## config.mk

```make
export PLATFORM = sky130hd
export DESIGN_NAME = iir_out_decimator
export DESIGN_NICKNAME = d
export VERILOG_FILES = /design/src/rtl/iir_out_decimator.sv
export SDC_FILE = /design/constraint.sdc
export NUM_CORES = 1
export LEC_CHECK = 0
export BUFFER_PORTS_ARGS = -buffer_cell sky130_fd_sc_hd__buf_2
export CORE_MARGIN = 2
export CORE_UTILIZATION = 55
export DETAILED_ROUTE_END_ITERATION = 6
export PLACE_DENSITY = 0.75
export RECOVER_POWER = 100
export SYNTH_ARGS = -nofsm -noshare
export SYNTH_HDL_FRONTEND = slang
export SYNTH_SLANG_ARGS = --single-unit
export TNS_END_PERCENT = 30
```

## constraint.sdc

```tcl
create_clock -name clk -period 3.15 [get_ports clk]
set_clock_uncertainty 0.15 [all_clocks]
set_input_delay 0.1575 -clock clk [delete_from_list [all_inputs] [get_ports clk]]
set_output_delay 0.1575 -clock clk [all_outputs]
set_load 0.1 [all_outputs]
```

## src/rtl/iir_out_decimator.sv

```systemverilog
// Output stage for the biquad IIR: drops the start-up transient, averages blocks of
// 2^DECIM_LOG2 samples and queues the results in a show-ahead FIFO with sticky overflow.
module iir_out_decimator #(
  parameter int DECIM_LOG2 = 2,
  parameter int FIFO_DEPTH = 8,
  parameter int WARMUP     = 4
) (
  input  logic                        clk,
  input  logic                        reset,
  input  logic [15:0]                 y,
  output logic [15:0]                 out_data,
  output logic                        out_valid,
  input  logic                        out_ready,
  output logic [$clog2(FIFO_DEPTH):0] count,
  output logic                        overflow,
  input  logic                        clr_ovf
);
  localparam int AW = 16 + DECIM_LOG2;
  localparam int PW = (DECIM_LOG2 > 0) ? DECIM_LOG2 : 1;
  localparam int WW = (WARMUP > 0) ? $clog2(WARMUP + 1) : 1;
  localparam int QW = $clog2(FIFO_DEPTH);
  localparam logic [PW-1:0] LAST_PHASE = PW'((1 << DECIM_LOG2) - 1);
  localparam logic [QW:0]   FULL       = (QW + 1)'(FIFO_DEPTH);

  logic [WW-1:0]        warm;
  logic [PW-1:0]        phase;
  logic signed [AW-1:0] acc;
  logic signed [AW-1:0] sum;
  logic [15:0]          result;
  logic                 accept;
  logic                 push_req;
  logic                 push;
  logic                 pop;
  logic [QW-1:0]        wr_ptr;
  logic [QW-1:0]        rd_ptr;
  logic [15:0]          mem [FIFO_DEPTH];

  assign accept   = (warm == '0);
  assign sum      = acc + AW'($signed(y));
  // Floor division by the block length; the mean of 16-bit samples always fits in 16 bits.
  assign result   = 16'(sum >>> DECIM_LOG2);
  assign push_req = accept && (phase == LAST_PHASE);
  assign pop      = out_valid && out_ready;
  // A full FIFO still takes a push when the head leaves in the same cycle.
  assign push     = push_req && ((count != FULL) || pop);

  assign out_valid = (count != '0);
  assign out_data  = out_valid ? mem[rd_ptr] : '0;

  always_ff @(posedge clk or posedge reset) begin
    if (reset) begin
      warm  <= WW'(WARMUP);
      phase <= '0;
      acc   <= '0;
    end else if (!accept) begin
      warm <= warm - 1'b1;
    end else if (phase == LAST_PHASE) begin
      phase <= '0;
      acc   <= '0;
    end else begin
      phase <= phase + 1'b1;
      acc   <= sum;
    end
  end

  always_ff @(posedge clk or posedge reset) begin
    if (reset) begin
      wr_ptr   <= '0;
      rd_ptr   <= '0;
      count    <= '0;
      overflow <= 1'b0;
    end else begin
      if (push) wr_ptr <= wr_ptr + 1'b1;
      if (pop)  rd_ptr <= rd_ptr + 1'b1;
      if (push && !pop)      count <= count + 1'b1;
      else if (pop && !push) count <= count - 1'b1;
      // A drop in the same cycle as a clear leaves the flag set.
      if (push_req && !push) overflow <= 1'b1;
      else if (clr_ovf)      overflow <= 1'b0;
    end
  end

  // Storage needs no reset: the pointers and count define which entries are live.
  always_ff @(posedge clk) begin
    if (push) mem[wr_ptr] <= result;
  end
endmodule

```

### Word level (Yosys, flattened, before mapping)

Memories as Yosys holds them, arrays and structs flattened.
Cells that the tools add are included.

| storage, ports and cells | value |
|---|---|
| register bits | 34 |
| bits in writable memories | 128 |
| input bits | 20 |
| output and inout bits | 22 |
| word-level logic and storage cells | 39 |
| memories kept | 1 |

| cells by class | value |
|---|---|
| add/subtract/negate cells | 7 |
| equal/unequal tests | 2 |
| mux-type cells | 9 |
| reduce and logical (&&, ||, !) cells | 13 |

Memories:

| name | words | width | rd ports | clocked after memory_dff | write ports | line | text |
|---|---|---|---|---|---|---|---|
| mem | 8 | 16 | 1 | 0 | 1 | 36 | `logic [15:0] mem [FIFO_DEPTH];` |

Operators with widths:

| operator | number |
|---|---|
| $add 18x16->18 | 1 |
| $mux 18 | 1 |
| $mux 16 | 1 |
| $mux 4 | 2 |
| $add 3x1->3 const B | 2 |
| $logic_and 1x1->1 | 6 |
| $add 4x1->4 const B | 1 |
| $mux 1 | 4 |
| $ne 4x4->1 const B | 1 |
| $reduce_bool 2->1 | 2 |
| $reduce_bool 4->1 | 1 |
| $sub 4x1->4 const B | 1 |
| $logic_not 3->1 | 1 |
| $sub 3x1->3 const B | 1 |
| $add 2x1->2 const B | 1 |
| $eq 2x2->1 const B | 1 |
| $logic_not 1->1 | 2 |
| $mux 2 | 1 |
| $logic_or 1x1->1 | 1 |

### Depth between registers and ports, before layout

| logic depth | value |
|---|---|
| depth in word-level cells | 8 |
| gate-level depth with buffers | 14 |
| depth with buffers taken out | 13 |

### Least setup slack after synthesis

Ideal clock, no wire load.

| path | value |
|---|---|
| kind | flip-flop to flip-flop |
| from | register count[0] |
| to | memory mem[0][0], enable pin |
| library setup time | 0.409 ns |
| arrival | 2.852 ns |
| required time | 2.591 ns |
| path slack | -0.261 ns |
| cell stages (with the launch flop) | 7 |
| path buffers | 1 |
| clock period less this slack | 3.411 ns |
| cell sequence | dfrtp_1 -> nor3_1 -> nand3b_1 -> nor2b_1 -> buf_2 -> nand2b_1 -> nor3_1 |

| on the way | value |
|---|---|
| longest elaborated chain between the ends | 6 |
| elaborated cells on any way between the ends | 7 |
| classes of those cells | eq/ne: 1; mux: 2; reduce/logical: 4 |

Ends and longest elaborated chain:

| item | line | text |
|---|---|---|
| start, declared | 14 | `output logic [$clog2(FIFO_DEPTH):0] count,` |
| start signal, assigned | 75 | `if (push && !pop) count <= count + 1'b1;` |
| start signal, assigned | 76 | `else if (pop && !push) count <= count - 1'b1;` |
| $reduce_bool 4->1 | 47 | `assign out_valid = (count != '0);` |
| $logic_and 1x1->1 | 43 | `assign pop = out_valid && out_ready;` |
| $logic_or 1x1->1 * | 45 | `assign push = push_req && ((count != FULL) \|\| pop);` |
| $logic_and 1x1->1 * | 45 |  |
| via push | 32 | `logic push;` |
| $mux 1 * | 85 | `if (push) mem[wr_ptr] <= result;` |
| $mux 1 (implied by the code) * | 85 |  |
| end, declared | 36 |  |

The timed path passes the listed nets; every way through them passes the cells marked *.

### Worst setup path in the final report

| path | value |
|---|---|
| from | register acc[0] |
| to | memory mem[0][12] (data pin) |

| on the way | value |
|---|---|
| longest elaborated chain between the ends | 1 |

Ends and longest elaborated chain:

| item | line | text |
|---|---|---|
| start, declared | 27 | `logic signed [AW-1:0] acc;` |
| start signal, assigned | 62 | `acc <= sum;` |
| $add 18x16->18 | 39 | `assign sum = acc + AW'($signed(y));` |
| via sum[14] | 28 | `logic signed [AW-1:0] sum;` |

The timed path passes the listed nets, and every way through them passes these cells.

==> results.yml <==
run_status:
  status: "finished with violations"
  violations: "max-capacitance violations, max-slew violations"
synthesis:
  synth_top_flop_cell: "edfxtp_1"
  yosys-top-cells-count: "128 x edfxtp_1, 34 x nor2_1, 33 x dfrtp_1"
  syn_nets: 499
  synth_area_leaders: "edfxtp_1 53%, dfrtp_1 11%, mux4_2 10%"
  synth_top_area_share_pct: 53.3
  async_reset_ff_share_pct: 21.0
  yosys_warnings: 0
  syn_area_um2: 7210
  ys_ff_latch: 162
  seq_area_frac_synth_pct: 65.1
  synth_edf_count: 128
  yosysUniqueCellTypes: 51
  syn_avg_cell_area_um2: 16.0
  netlist_instances: 452
  synth.most_common_cell: "edfxtp_1"
  yosysTopAreaCell: "edfxtp_1"
placed_design:
  placed_cells: 674
  dpl_cell_area_um2: 7790
  portBuffers: 41
  hpwl_um: 9630
  place_ws_ns: 0.421
  gp_congestion: 0.874
worst_setup_path:
  regToRegStartpoint: "acc[0]$_DFFE_PP0N_"
  critPathArrivalTime_ns: 2.79
  crit_path_end_kind: "register"
  critPathRequiredTime_ns: 3.11
  cpLargestDelayFamily: "adder cells"
  start_kind: "register"
  startpoint: "acc[0]$_DFFE_PP0N_"
  crit_type: "reg2reg"
  cp_common_cell: "nand3_1"
  worst_path_max_delay_cell: "xor2_1"
  reg2reg_setup_slack_ns: 0.32
  cp_num_buf_inv: 0
  critPathMaxStageDelay_ns: 0.61
  crit_chain: "ha_1 -> fa_1 -> a211oi_1 -> o21ai_0 -> nand3_1 -> nand3_1 -> xor2_1"
  critPathMaxFanout: 9
worst_hold_path:
  hp-start: "y[0]"
  min_path_type: "in2reg"
clock_network:
  clock-sinks: 162
  clk_latency_ns: 0.42
  cts_buffers: 17
  cts_tree: "yes"
  htreeDepth: 4
  cts_buffer_depth: 2
  clk_pin_slew_ns: 0.06
  clock-root-buffer: "clkbuf_16"
global_routing:
  antenna_found_initial: 0
  track_usage_pct: 21.9
  grt_max_degree: 35
  grt_pass1_wl_um: 22900
  grt_pass1_vias: 4239
  grt_overflow_total: 0
floorplan:
  std_cell_rows: 41
  pin_count: 42
  core_um2: 12700
  start_util_pct: 56.7
  dieHeight_um: 119
  design.die.area_um2: 14000
  die_x_um: 119
power:
  powerDensity_nw_per_um2: 943
  clkPwrFrac_pct: 23.9
  switching_share_pct: 42.5
  p_sw_mw: 3.30
  p_comb_share_pct: 41.4
  p_leak_nw: 3.03
  total_power_mw: 7.77
  peakVddDrop_mv: 0.493
  p_int_mw: 4.47
  seqPwrFrac_pct: 34.6
final_layout:
  fin_area_um2: 8230
  syn2layout_area_growth_pct: 14.1
  multi_input_area_um2: 2370
  fillCellCount: 985
  instances_no_fill: 710
  antenna_cells: 0
  drive_gt1_share_pct: 20.8
  seq_area_um2: 4700
  nNetsFinal: 572
route:
  wl_per_cell_um: 20.0
  drc: 0
  ant_nets: 0
  drtIter0Drc: 373
  routed_wirelength_um: 14200
  via_per_inst: 5.74
  first_pass_iters: 4
  num_vias: 4075
timing:
  hold_viol: 0
  setup_viol: 0
  timing.hold.ws_ns: 0.0275
  postLayoutSetupSlackWorst_ns: 0.317
  rsz0062_at_grt: "false"
  tightestPinTransition_ns: 1.91
  fmax_ghz: 0.353
  fin_crit_sh_pct: 89.9
  slew_headroom_pct: -27.2
  fin_crit_ns: 2.83
  final_max_slew_viol_count: 35
job:
  cap_viol_max_count: 1
-- metal layers --
layer	up-vias	global-route usage [%]	wire, um
met5	-	0	0
met4	0	8.11	183
met3	15	4.25	749
met2	104	36.5	7310
met1	2047	28.9	5960
li1	1909	-	-
-- state kept, by name (all words and copies together) (netlist names) --
name      flops
phase         2
warm          3
wr_ptr        3
rd_ptr        3
overflow      1
mem         128
acc          18
count         4
-- cell families after synthesis --
family                   count (synthesis)  synth area share, %
flip-flops                             162                 65.1
AND/OR/NAND/NOR                         95                 6.19
AO/OA/AOI/OAI                           66                 6.30
multiplexers                            52                 12.8
adder cells (fa/ha/maj)                 27                 4.89
XOR/XNOR                                25                 3.14
buffers and inverters                   25                 1.54
-- cell type report --
| type | count | share of cell area, % |
|---|---|---|
| flip-flops and latches | 162 | 57.1 |
| multi-input cells | 265 | 28.8 |
| clock buffers | 25 | 5.65 |
| repair buffers | 72 | 4.77 |
| well taps | 172 | 2.61 |
| clock inverters | 7 | 0.760 |
| inverters | 7 | 0.319 |
-- metrics by stage --
stage | util, % | setup TNS [ns]
CTS | 65.7 | 0
finish | 64.7 | 0
global placement | 61.2 | 0
global route | 64.7 | 0
detailed placement | 61.2 | 0
floorplan | - | -4.36
-- placed cells by master (no fill, tap or decap), types with 3 or more instances in the layout --
master	Yosys	final
nand2_1	27	27
o21ai_1	4	3
clkbuf_16	0	17
clkbuf_1	9	27
nand4_1	3	3
ha_1	25	25
inv_1	6	6
xor2_1	9	9
nand2b_1	7	7
buf_4	3	3
dlygate4sd3_1	0	4
mux4_2	32	32
nand3_1	8	8
edfxtp_1	128	128
dfrtp_1	33	32
xnor2_1	15	16
clkbuf_2	0	21
nor3_1	5	5
buf_2	5	22
a21oi_1	19	19
a22o_1	14	14
mux2i_1	16	16
o21ai_0	8	11
nor2b_1	3	3
nor2_1	34	34
a21o_1	3	3
clkinv_2	0	4
-- tightest hold or removal path, cell delays in order --
cell and delay, ns:
buf_2 0.08, ha_1 0.12, nand2b_1 0.05, o21ai_0 0.15
-- power groups by stage --
stage               Sequential [mW]  Clock (mW)  Combinational, mW
global placement               2.74           0               3.23
finish                         2.69        1.86               3.22
floorplan                      2.81           0               2.63
global route                   2.72        1.98               3.39
detailed placement             2.75           0               3.27
CTS                            2.71        1.90               3.28
-- final timing paths --
check                      cells after the start                    end
setup reg to reg                               7   mem[0][12]$_DFFE_PP_
setup / recovery                               7   mem[0][12]$_DFFE_PP_
max in group asynchronous                      4  rd_ptr[0]$_DFFE_PP0P_
min in group asynchronous                      4    warm[1]$_DFFE_PP0P_
hold / removal                                 4     acc[0]$_DFFE_PP0N_
hold reg to reg                                2   phase[1]$_DFFE_PP0N_
-- repair_timing --
item / in CTS / in global routing
buffers inserted: 0 / 0
hold buffers: 4 / 0
hold endpoints to repair: 37 / 0
gates resized for setup: 0 / 0
endpoints found under the setup margin: 0 / 0
Power figures use the tool's default switching activity.
